File: config.mk
export PLATFORM = sky130hd
export DESIGN_NAME = rs_bank
export DESIGN_NICKNAME = d
export VERILOG_FILES = /design/src/rtl/rs_bank.sv
export SDC_FILE = /design/constraint.sdc
export NUM_CORES = 2
export LEC_CHECK = 0
export CAP_MARGIN = 10
export CORE_MARGIN = 4
export CORE_UTILIZATION = 66
export CTS_CLUSTER_DIAMETER = 80
export DETAILED_ROUTE_END_ITERATION = 8
export PLACE_DENSITY = 0.87
export SETUP_SLACK_MARGIN = 0.5
export SLEW_MARGIN = 10
export SYNTH_ARGS = -nofsm -noshare
export SYNTH_HDL_FRONTEND = slang
export SYNTH_SLANG_ARGS = --single-unit
export TNS_END_PERCENT = 30
File: constraint.sdc
create_clock -name clock -period 52.7 [get_ports clock]
set_input_delay 10.54 -clock clock [delete_from_list [all_inputs] [get_ports clock]]
set_output_delay 10.54 -clock clock [all_outputs]
set_load 0.05 [all_outputs]
File: src/rtl/rs_bank.sv
// Reservation-station bank: buffers dispatched instructions, captures operands from the CDB,
// and offers the oldest operand-complete entry to the functional unit.
module rs_bank #(
  parameter int unsigned NUM_ENTRIES = 8,
  parameter int unsigned TAG_W       = 5,
  parameter int unsigned DATA_W      = 32,
  parameter int unsigned OP_W        = 32,
  parameter int unsigned NUM_CDB     = 2,
  localparam int unsigned CNT_W      = $clog2(NUM_ENTRIES + 1)
) (
  input  logic                      clock,
  input  logic                      reset,
  input  logic                      dp_valid,
  output logic                      dp_ready,
  input  logic [OP_W-1:0]           dp_op,
  input  logic [TAG_W-1:0]          dp_rob_tag,
  input  logic                      dp_src1_ready,
  input  logic                      dp_src2_ready,
  input  logic [TAG_W-1:0]          dp_src1_tag,
  input  logic [TAG_W-1:0]          dp_src2_tag,
  input  logic [DATA_W-1:0]         dp_src1_val,
  input  logic [DATA_W-1:0]         dp_src2_val,
  input  logic [NUM_CDB-1:0]        cdb_valid,
  input  logic [NUM_CDB*TAG_W-1:0]  cdb_tag,
  input  logic [NUM_CDB*DATA_W-1:0] cdb_val,
  output logic                      iss_valid,
  input  logic                      iss_ready,
  output logic [OP_W-1:0]           iss_op,
  output logic [TAG_W-1:0]          iss_rob_tag,
  output logic [DATA_W-1:0]         iss_v1,
  output logic [DATA_W-1:0]         iss_v2,
  input  logic                      squash,
  output logic [CNT_W-1:0]          free_count
);

  localparam int unsigned IDX_W = $clog2(NUM_ENTRIES);

  logic [NUM_ENTRIES-1:0] busy_q, busy_d, s1_rdy_q, s1_rdy_d, s2_rdy_q, s2_rdy_d;
  logic [OP_W-1:0]        op_q     [NUM_ENTRIES];
  logic [OP_W-1:0]        op_d     [NUM_ENTRIES];
  logic [TAG_W-1:0]       rob_q    [NUM_ENTRIES];
  logic [TAG_W-1:0]       rob_d    [NUM_ENTRIES];
  logic [TAG_W-1:0]       s1_tag_q [NUM_ENTRIES];
  logic [TAG_W-1:0]       s1_tag_d [NUM_ENTRIES];
  logic [TAG_W-1:0]       s2_tag_q [NUM_ENTRIES];
  logic [TAG_W-1:0]       s2_tag_d [NUM_ENTRIES];
  logic [DATA_W-1:0]      s1_val_q [NUM_ENTRIES];
  logic [DATA_W-1:0]      s1_val_d [NUM_ENTRIES];
  logic [DATA_W-1:0]      s2_val_q [NUM_ENTRIES];
  logic [DATA_W-1:0]      s2_val_d [NUM_ENTRIES];
  // older_q[i][j] set means entry j is older than entry i.
  logic [NUM_ENTRIES-1:0] older_q  [NUM_ENTRIES];
  logic [NUM_ENTRIES-1:0] older_d  [NUM_ENTRIES];

  logic [NUM_ENTRIES-1:0] cand, sel;
  logic [CNT_W-1:0]       free_cnt;
  logic [IDX_W-1:0]       alloc_idx;
  logic                   alloc_en, issue_fire;

  // Returns {hit, value}; the lowest-index matching channel wins.
  function automatic logic [DATA_W:0] cdb_match(input logic [TAG_W-1:0] tag);
    logic [DATA_W:0] res;
    res = '0;
    for (int c = NUM_CDB - 1; c >= 0; c--) begin
      if (cdb_valid[c] && (cdb_tag[c*TAG_W +: TAG_W] == tag)) begin
        res = {1'b1, cdb_val[c*DATA_W +: DATA_W]};
      end
    end
    return res;
  endfunction

  always_comb begin
    cand = busy_q & s1_rdy_q & s2_rdy_q;
    sel  = '0;
    for (int i = 0; i < NUM_ENTRIES; i++) begin
      sel[i] = cand[i] && ((cand & older_q[i]) == '0) && !squash;
    end
  end

  always_comb begin
    iss_op      = '0;
    iss_rob_tag = '0;
    iss_v1      = '0;
    iss_v2      = '0;
    for (int i = 0; i < NUM_ENTRIES; i++) begin
      if (sel[i]) begin
        iss_op      = iss_op | op_q[i];
        iss_rob_tag = iss_rob_tag | rob_q[i];
        iss_v1      = iss_v1 | s1_val_q[i];
        iss_v2      = iss_v2 | s2_val_q[i];
      end
    end
  end

  assign iss_valid = |sel;

  always_comb begin
    free_cnt  = '0;
    alloc_idx = '0;
    for (int i = NUM_ENTRIES - 1; i >= 0; i--) begin
      if (!busy_q[i]) begin
        free_cnt  = free_cnt + CNT_W'(1);
        alloc_idx = IDX_W'(i);
      end
    end
  end

  assign free_count = free_cnt;
  assign dp_ready   = (free_cnt != '0) && !squash;
  assign alloc_en   = dp_valid && dp_ready;
  assign issue_fire = iss_valid && iss_ready;

  always_comb begin
    logic [DATA_W:0] m;
    m        = '0;
    busy_d   = busy_q;
    s1_rdy_d = s1_rdy_q;
    s2_rdy_d = s2_rdy_q;
    op_d     = op_q;
    rob_d    = rob_q;
    s1_tag_d = s1_tag_q;
    s2_tag_d = s2_tag_q;
    s1_val_d = s1_val_q;
    s2_val_d = s2_val_q;
    older_d  = older_q;

    for (int i = 0; i < NUM_ENTRIES; i++) begin
      if (busy_q[i] && !s1_rdy_q[i]) begin
        m = cdb_match(s1_tag_q[i]);
        if (m[DATA_W]) begin
          s1_rdy_d[i] = 1'b1;
          s1_val_d[i] = m[DATA_W-1:0];
        end
      end
      if (busy_q[i] && !s2_rdy_q[i]) begin
        m = cdb_match(s2_tag_q[i]);
        if (m[DATA_W]) begin
          s2_rdy_d[i] = 1'b1;
          s2_val_d[i] = m[DATA_W-1:0];
        end
      end
    end

    if (issue_fire) busy_d = busy_d & ~sel;

    if (alloc_en) begin
      busy_d[alloc_idx] = 1'b1;
      op_d[alloc_idx]   = dp_op;
      rob_d[alloc_idx]  = dp_rob_tag;
      s1_tag_d[alloc_idx] = dp_src1_tag;
      s2_tag_d[alloc_idx] = dp_src2_tag;
      if (dp_src1_ready) begin
        s1_rdy_d[alloc_idx] = 1'b1;
        s1_val_d[alloc_idx] = dp_src1_val;
      end else begin
        m = cdb_match(dp_src1_tag);
        s1_rdy_d[alloc_idx] = m[DATA_W];
        s1_val_d[alloc_idx] = m[DATA_W-1:0];
      end
      if (dp_src2_ready) begin
        s2_rdy_d[alloc_idx] = 1'b1;
        s2_val_d[alloc_idx] = dp_src2_val;
      end else begin
        m = cdb_match(dp_src2_tag);
        s2_rdy_d[alloc_idx] = m[DATA_W];
        s2_val_d[alloc_idx] = m[DATA_W-1:0];
      end
      // New entry is younger than everything; clear its stale column in other rows.
      for (int i = 0; i < NUM_ENTRIES; i++) older_d[i][alloc_idx] = 1'b0;
      older_d[alloc_idx] = busy_q;
    end

    if (squash) busy_d = '0;
  end

  always_ff @(posedge clock or posedge reset) begin
    if (reset) begin
      busy_q   <= '0;
      s1_rdy_q <= '0;
      s2_rdy_q <= '0;
      op_q     <= '{default: '0};
      rob_q    <= '{default: '0};
      s1_tag_q <= '{default: '0};
      s2_tag_q <= '{default: '0};
      s1_val_q <= '{default: '0};
      s2_val_q <= '{default: '0};
      older_q  <= '{default: '0};
    end else begin
      busy_q   <= busy_d;
      s1_rdy_q <= s1_rdy_d;
      s2_rdy_q <= s2_rdy_d;
      op_q     <= op_d;
      rob_q    <= rob_d;
      s1_tag_q <= s1_tag_d;
      s2_tag_q <= s2_tag_d;
      s1_val_q <= s1_val_d;
      s2_val_q <= s2_val_d;
      older_q  <= older_d;
    end
  end

endmodule

# Yosys cells after proc, flatten, opt, wreduce, memory -nomap -nowiden
# Index checks and enable logic that the tools add are counted.
# classes
bitwise	53
n_addsub	7
reduce_logical	100
n_mux	198
eq_ne	36
order_cmp	4
# ops
operator	count
two-way mux 33 bit	56
two-way mux 32 bit	57
bitwise mux 256 bit	5
two-way mux 256 bit	4
bitwise OR 32 bit	21
== test 5 bit	36
bitwise AND 8 bit	19
bitwise mux 40 bit	3
demux 32 bit (select 3 bit)	1
logical AND 1 bit	73
bitwise mux 64 bit	1
logical NOT 8 bit	8
two-way mux 8 bit	8
two-way mux 5 bit	9
bitwise OR 5 bit	7
two-way mux 1 bit	34
adder 4 x 1 -> 4 bit, second input constant	7
two-way mux 4 bit	7
demux 8 bit (select 3 bit)	1
two-way mux 3 bit	8
bitwise OR 8 bit	3
logical NOT 1 bit	17
bitwise mux 8 bit	2
inverter 8 bit	2
other kinds (9)	9
# word_totals
register_bits	976
elab_cells	457
out_inout_bits	107
input_bits	194

# Depth between registers and ports, before layout
# logic_depth
word_depth	22
depth_mapped	29
ltp_nobuf	24

# Worst setup path before layout
# Ideal clock, no wire load.
# synth_timing
path_kind	input-to-output
start	input port squash
end	output port iss_op[10]
required_time_ps	42160
path_stages	11
arrival_ps	12660
path_buffers	5
setup_slack_ps	29500
path_cell_list	clkbuf_1 > clkbuf_1 > nor2_1 > nand3_1 > a221oi_1 > and3_1 > clkbuf_1 > clkbuf_1 > clkbuf_1 > a22oi_1 > nand4_1
# synth_via
elab_chain_cells	17
word_cells_on_any_way	24
classes_between	mux: 8; bitwise: 7; reduce/logical: 9
# synth_rtl
item	line_no	rtl
start: declaration	32	input logic squash,
logical NOT 1 bit *	76	sel[i] = cand[i] && ((cand & older_q[i]) == '0) && !squash;
logical AND 1 bit	76	
two-way mux 32 bit	86	if (sel[i]) begin
bitwise OR 32 bit	87	iss_op = iss_op | op_q[i];
two-way mux 32 bit	86	
bitwise OR 32 bit	87	
two-way mux 32 bit	86	
bitwise OR 32 bit	87	
two-way mux 32 bit	86	
bitwise OR 32 bit	87	
two-way mux 32 bit	86	
bitwise OR 32 bit	87	
two-way mux 32 bit	86	
bitwise OR 32 bit	87	
two-way mux 32 bit	86	
bitwise OR 32 bit	87	
two-way mux 32 bit *	86	
end: declaration	28	output logic [OP_W-1:0] iss_op,
# Mark *: on every way between the ends. The rest lies on a longest branch, timed or not.

# Final worst setup path
# layout_timing
start	input port squash
end	output port iss_v2[1]
# layout_via
elab_chain_cells	17
word_cells_on_any_way	24
classes_between	mux: 8; bitwise: 7; reduce/logical: 9
# layout_rtl
item	line_no	rtl
logical NOT 1 bit *	76	
logical AND 1 bit	76	
two-way mux 32 bit	86	
bitwise OR 32 bit	90	iss_v2 = iss_v2 | s2_val_q[i];
two-way mux 32 bit	86	
bitwise OR 32 bit	90	
two-way mux 32 bit	86	
bitwise OR 32 bit	90	
two-way mux 32 bit	86	
bitwise OR 32 bit	90	
two-way mux 32 bit	86	
bitwise OR 32 bit	90	
two-way mux 32 bit	86	
bitwise OR 32 bit	90	
two-way mux 32 bit	86	
bitwise OR 32 bit	90	
two-way mux 32 bit *	86	
end: declaration	31	output logic [DATA_W-1:0] iss_v2,
# Marks and branches as above.

==> impl_metrics.tcl <==
set metrics [dict create \
    status "complete, but fails checks" \
    violations "design-rule violations" \
    cts_tree "yes" \
    viasPerCell 7.52 \
    p_leak_nw 27.9 \
    worstSkewPairLatency_ps 730 \
    cts_resized 0 \
    synthArstFlopShare_pct 100 \
    grt_pass1_wl_mm 305 \
    die_area_mm2 0.0879 \
    rows 105 \
    ys_warn_count 0 \
    dr.pass1.iters 9 \
    cts_setup_buffers 0 \
    register_area_mm2 0.0244 \
    start_kind "input pin" \
    die_y_um 297 \
    hold-worst-slack_ps 487 \
    synth-seq-cells 976 \
    area_delta_synth_final_pct 12.3 \
    final_area_mm2 0.0617 \
    cts_max_level 3 \
    synth_edf_count 0 \
    overflow 0 \
    fin_nets 5703 \
    drive_gt1_share_pct 13.1 \
    placed_area_mm2 0.0580 \
    fmax_mhz 38.5 \
    io_buffers 300 \
    wl_per_cell_um 31.0 \
    grt_pass1_vias 50700 \
    synth_cell_types 57 \
    drc 10 \
    drv_slew 0 \
    cp-end-kind "output port" \
    synth_flop_cell "dfrtp_1" \
    setup_violations 0 \
    met1_length_mm 67.5 \
    relSlewSlack_pct 8.11 \
    worstMarginPinSlew_ps 1370 \
    ioPinCount 301 \
    fp.coreArea_mm2 0.0822 \
    start_util_pct 66.8 \
    cts_hold_buf 0 \
    cp.arrival_ps 15450 \
    numClockSinks 976 \
    cts_root_buf "clkbuf_16" \
    multiInputGateArea_mm2 0.0281 \
    grt_max_degree 124 \
    gp_congestion 0.948 \
    routed_wl_mm 206 \
    final.setup.tns_ps 0 \
    nFillCells 5286 \
    syn_area_mm2 0.0549 \
    synth_fp_nets 5769 \
    top_layer "met5" \
    cts_made_buffers 103 \
    yosysSeqAreaShare_pct 44.5 \
    netlist_instances 5567 \
    synth_area_per_cell_um2 9.87 \
    grtUsageTotal_pct 45.7 \
    ant_nets 0 \
    power_density_mw_per_mm2 30.0 \
    die_w_um 297 \
    fin_worst_skew_ps 59.0 \
    worst_ir_drop_vdd_mv 0.0263 \
    clk_pin_slew_worst_paths_ps 60 \
    crit_required_ps 42160 \
    setup.worst_path.class "input pin to output port" \
    rsz0062_at_grt "no" \
    hold_viol_final 0 \
    antenna_found_initial 21 \
    routed-wl-met2_mm 86.5 \
    met3_length_mm 32.9 \
    hold_path.class "flip-flop to flip-flop" \
    drtIter0Drc 8570 \
    min_period_ps 25990 \
    hpwlAfterDp_mm 112 \
    cp_max_fo 54 \
    vias 50100 \
    fin_crit_sh_pct 49.3 \
    cts_max_path_buffers 3 \
    maxCapViolCount 0 \
]
## power by group
part / internal, mW / switching [mW] / total, mW / leakage (nW)
registers: 0.809 / 0.0434 / 0.853 / 13.3
clock network: 0.448 / 0.332 / 0.780 / 1.76
logic: 0.0890 / 0.131 / 0.220 / 12.8
total: 1.35 / 0.507 / 1.85 / 27.9
## cell families after synthesis
family,share of synthesized area (%)
flip-flops,44.5
adder cells (fa/ha/maj),0.182
XOR/XNOR,3.14
AO/OA/AOI/OAI,15.7
multiplexers,22.8
buffers and inverters,4.74
AND/OR/NAND/NOR,8.97
## path summary, 6_finish.rpt
kind	slack, ps	startpoint	end	depth (start not counted)
setup / recovery	26710	squash	iss_v2[1]	9
max in group asynchronous	38360	reset	s1_val_q[187]$_DFF_PP0_	6
min in group asynchronous	10310	reset	s2_tag_q[33]$_DFFE_PP0P_	2
hold reg to reg	490	older_q[0]$_DFFE_PP0P_	older_q[0]$_DFFE_PP0P_	1
hold / removal	490	older_q[0]$_DFFE_PP0P_	older_q[0]$_DFFE_PP0P_	1
setup reg to reg	43720	busy_q[6]$_DFF_PP0_	op_q[157]$_DFFE_PP0P_	26
## per-layer routing
layer,global-route usage [%],vias to the layer above
li1,-,19800
met1,54.7,23900
met2,67.1,4945
met3,17.9,1555
met4,33.8,12
met5,0,-
## cells in the final DEF (no fill, tap or decap), drive strengths merged, types with 3 or more instances in the layout
cell type and n:
o311ai 3, xnor2 41, and2 5, clkinv 27, nand2 429, nor2b 22, o21a 12, mux2 378
nand2b 23, nor4 39, or2 8, clkbuf 145, nand3 16, nor2 427, o211ai 5, a21o 21
a21oi 404, o21ai 435, nand4 101, mux2i 828, nor3 9, a221oi 8, inv 26, and3 49
ha 8, o22ai 9, buf 141, a22oi 488, clkdlybuf4s50 298, o21bai 11, xnor3 3, xor2 148
dfrtp 976, diode 14, bufinv 11, a22o 10
## cell usage after synthesis (all sizes together) (41+ instances only)
master / n / area share [%]
mux2i: 828 / 15
nand2: 429 / 2.9
o21ai: 435 / 4.0
and3: 49 / 0.56
xor2: 148 / 2.4
buf: 177 / 1.6
nor2: 427 / 2.9
nand4: 101 / 1.2
clkbuf: 433 / 3.0
mux2: 378 / 7.7
dfrtp: 976 / 44
xnor2: 41 / 0.65
a21oi: 404 / 3.7
a22oi: 488 / 6.7
## metrics by stage
step	utilization (%)	setup slack, ps	std cells	power, mW
3_3_place_gp	70.6	27140	6466	1.06
6_report	75.0	26710	6665	1.85
4_1_cts	74.9	27030	6651	1.83
5_1_grt	75.0	26700	6660	1.89
3_5_place_dp	70.6	27060	6466	1.07
2_1_floorplan	-	14700	5567	0.994
## worst max-delay path, stage by stage
cell             delay (ps)
clkdlybuf4s50_1         890
nor2_1                  260
nand3_1                 120
a221oi_1                270
and3_4                  830
buf_4                  1030
a22oi_1                 210
nand4_1                 330
clkdlybuf4s50_1         880
## registers in the layout, indices dropped and copies added (netlist names), 40 cells and up, named ones only
| register | flops |
|---|---|
| s2_tag_q | 40 |
| s1_val_q | 256 |
| rob_q | 40 |
| s2_val_q | 256 |
| op_q | 256 |
| s1_tag_q | 40 |
| older_q | 56 |
## final cells by class
cell class | instances | share of cell area [%]
Clock buffer | 145 | 4.79
Tap cell | 1070 | 2.17
Timing Repair Buffer | 439 | 6.54
Multi-Input combinational cell | 3955 | 45.6
Sequential cell | 976 | 39.6
Clock inverter | 40 | 1.07
Antenna cell | 14 | 0.0568
Inverter | 26 | 0.172
(Power assumes the default switching activity.)
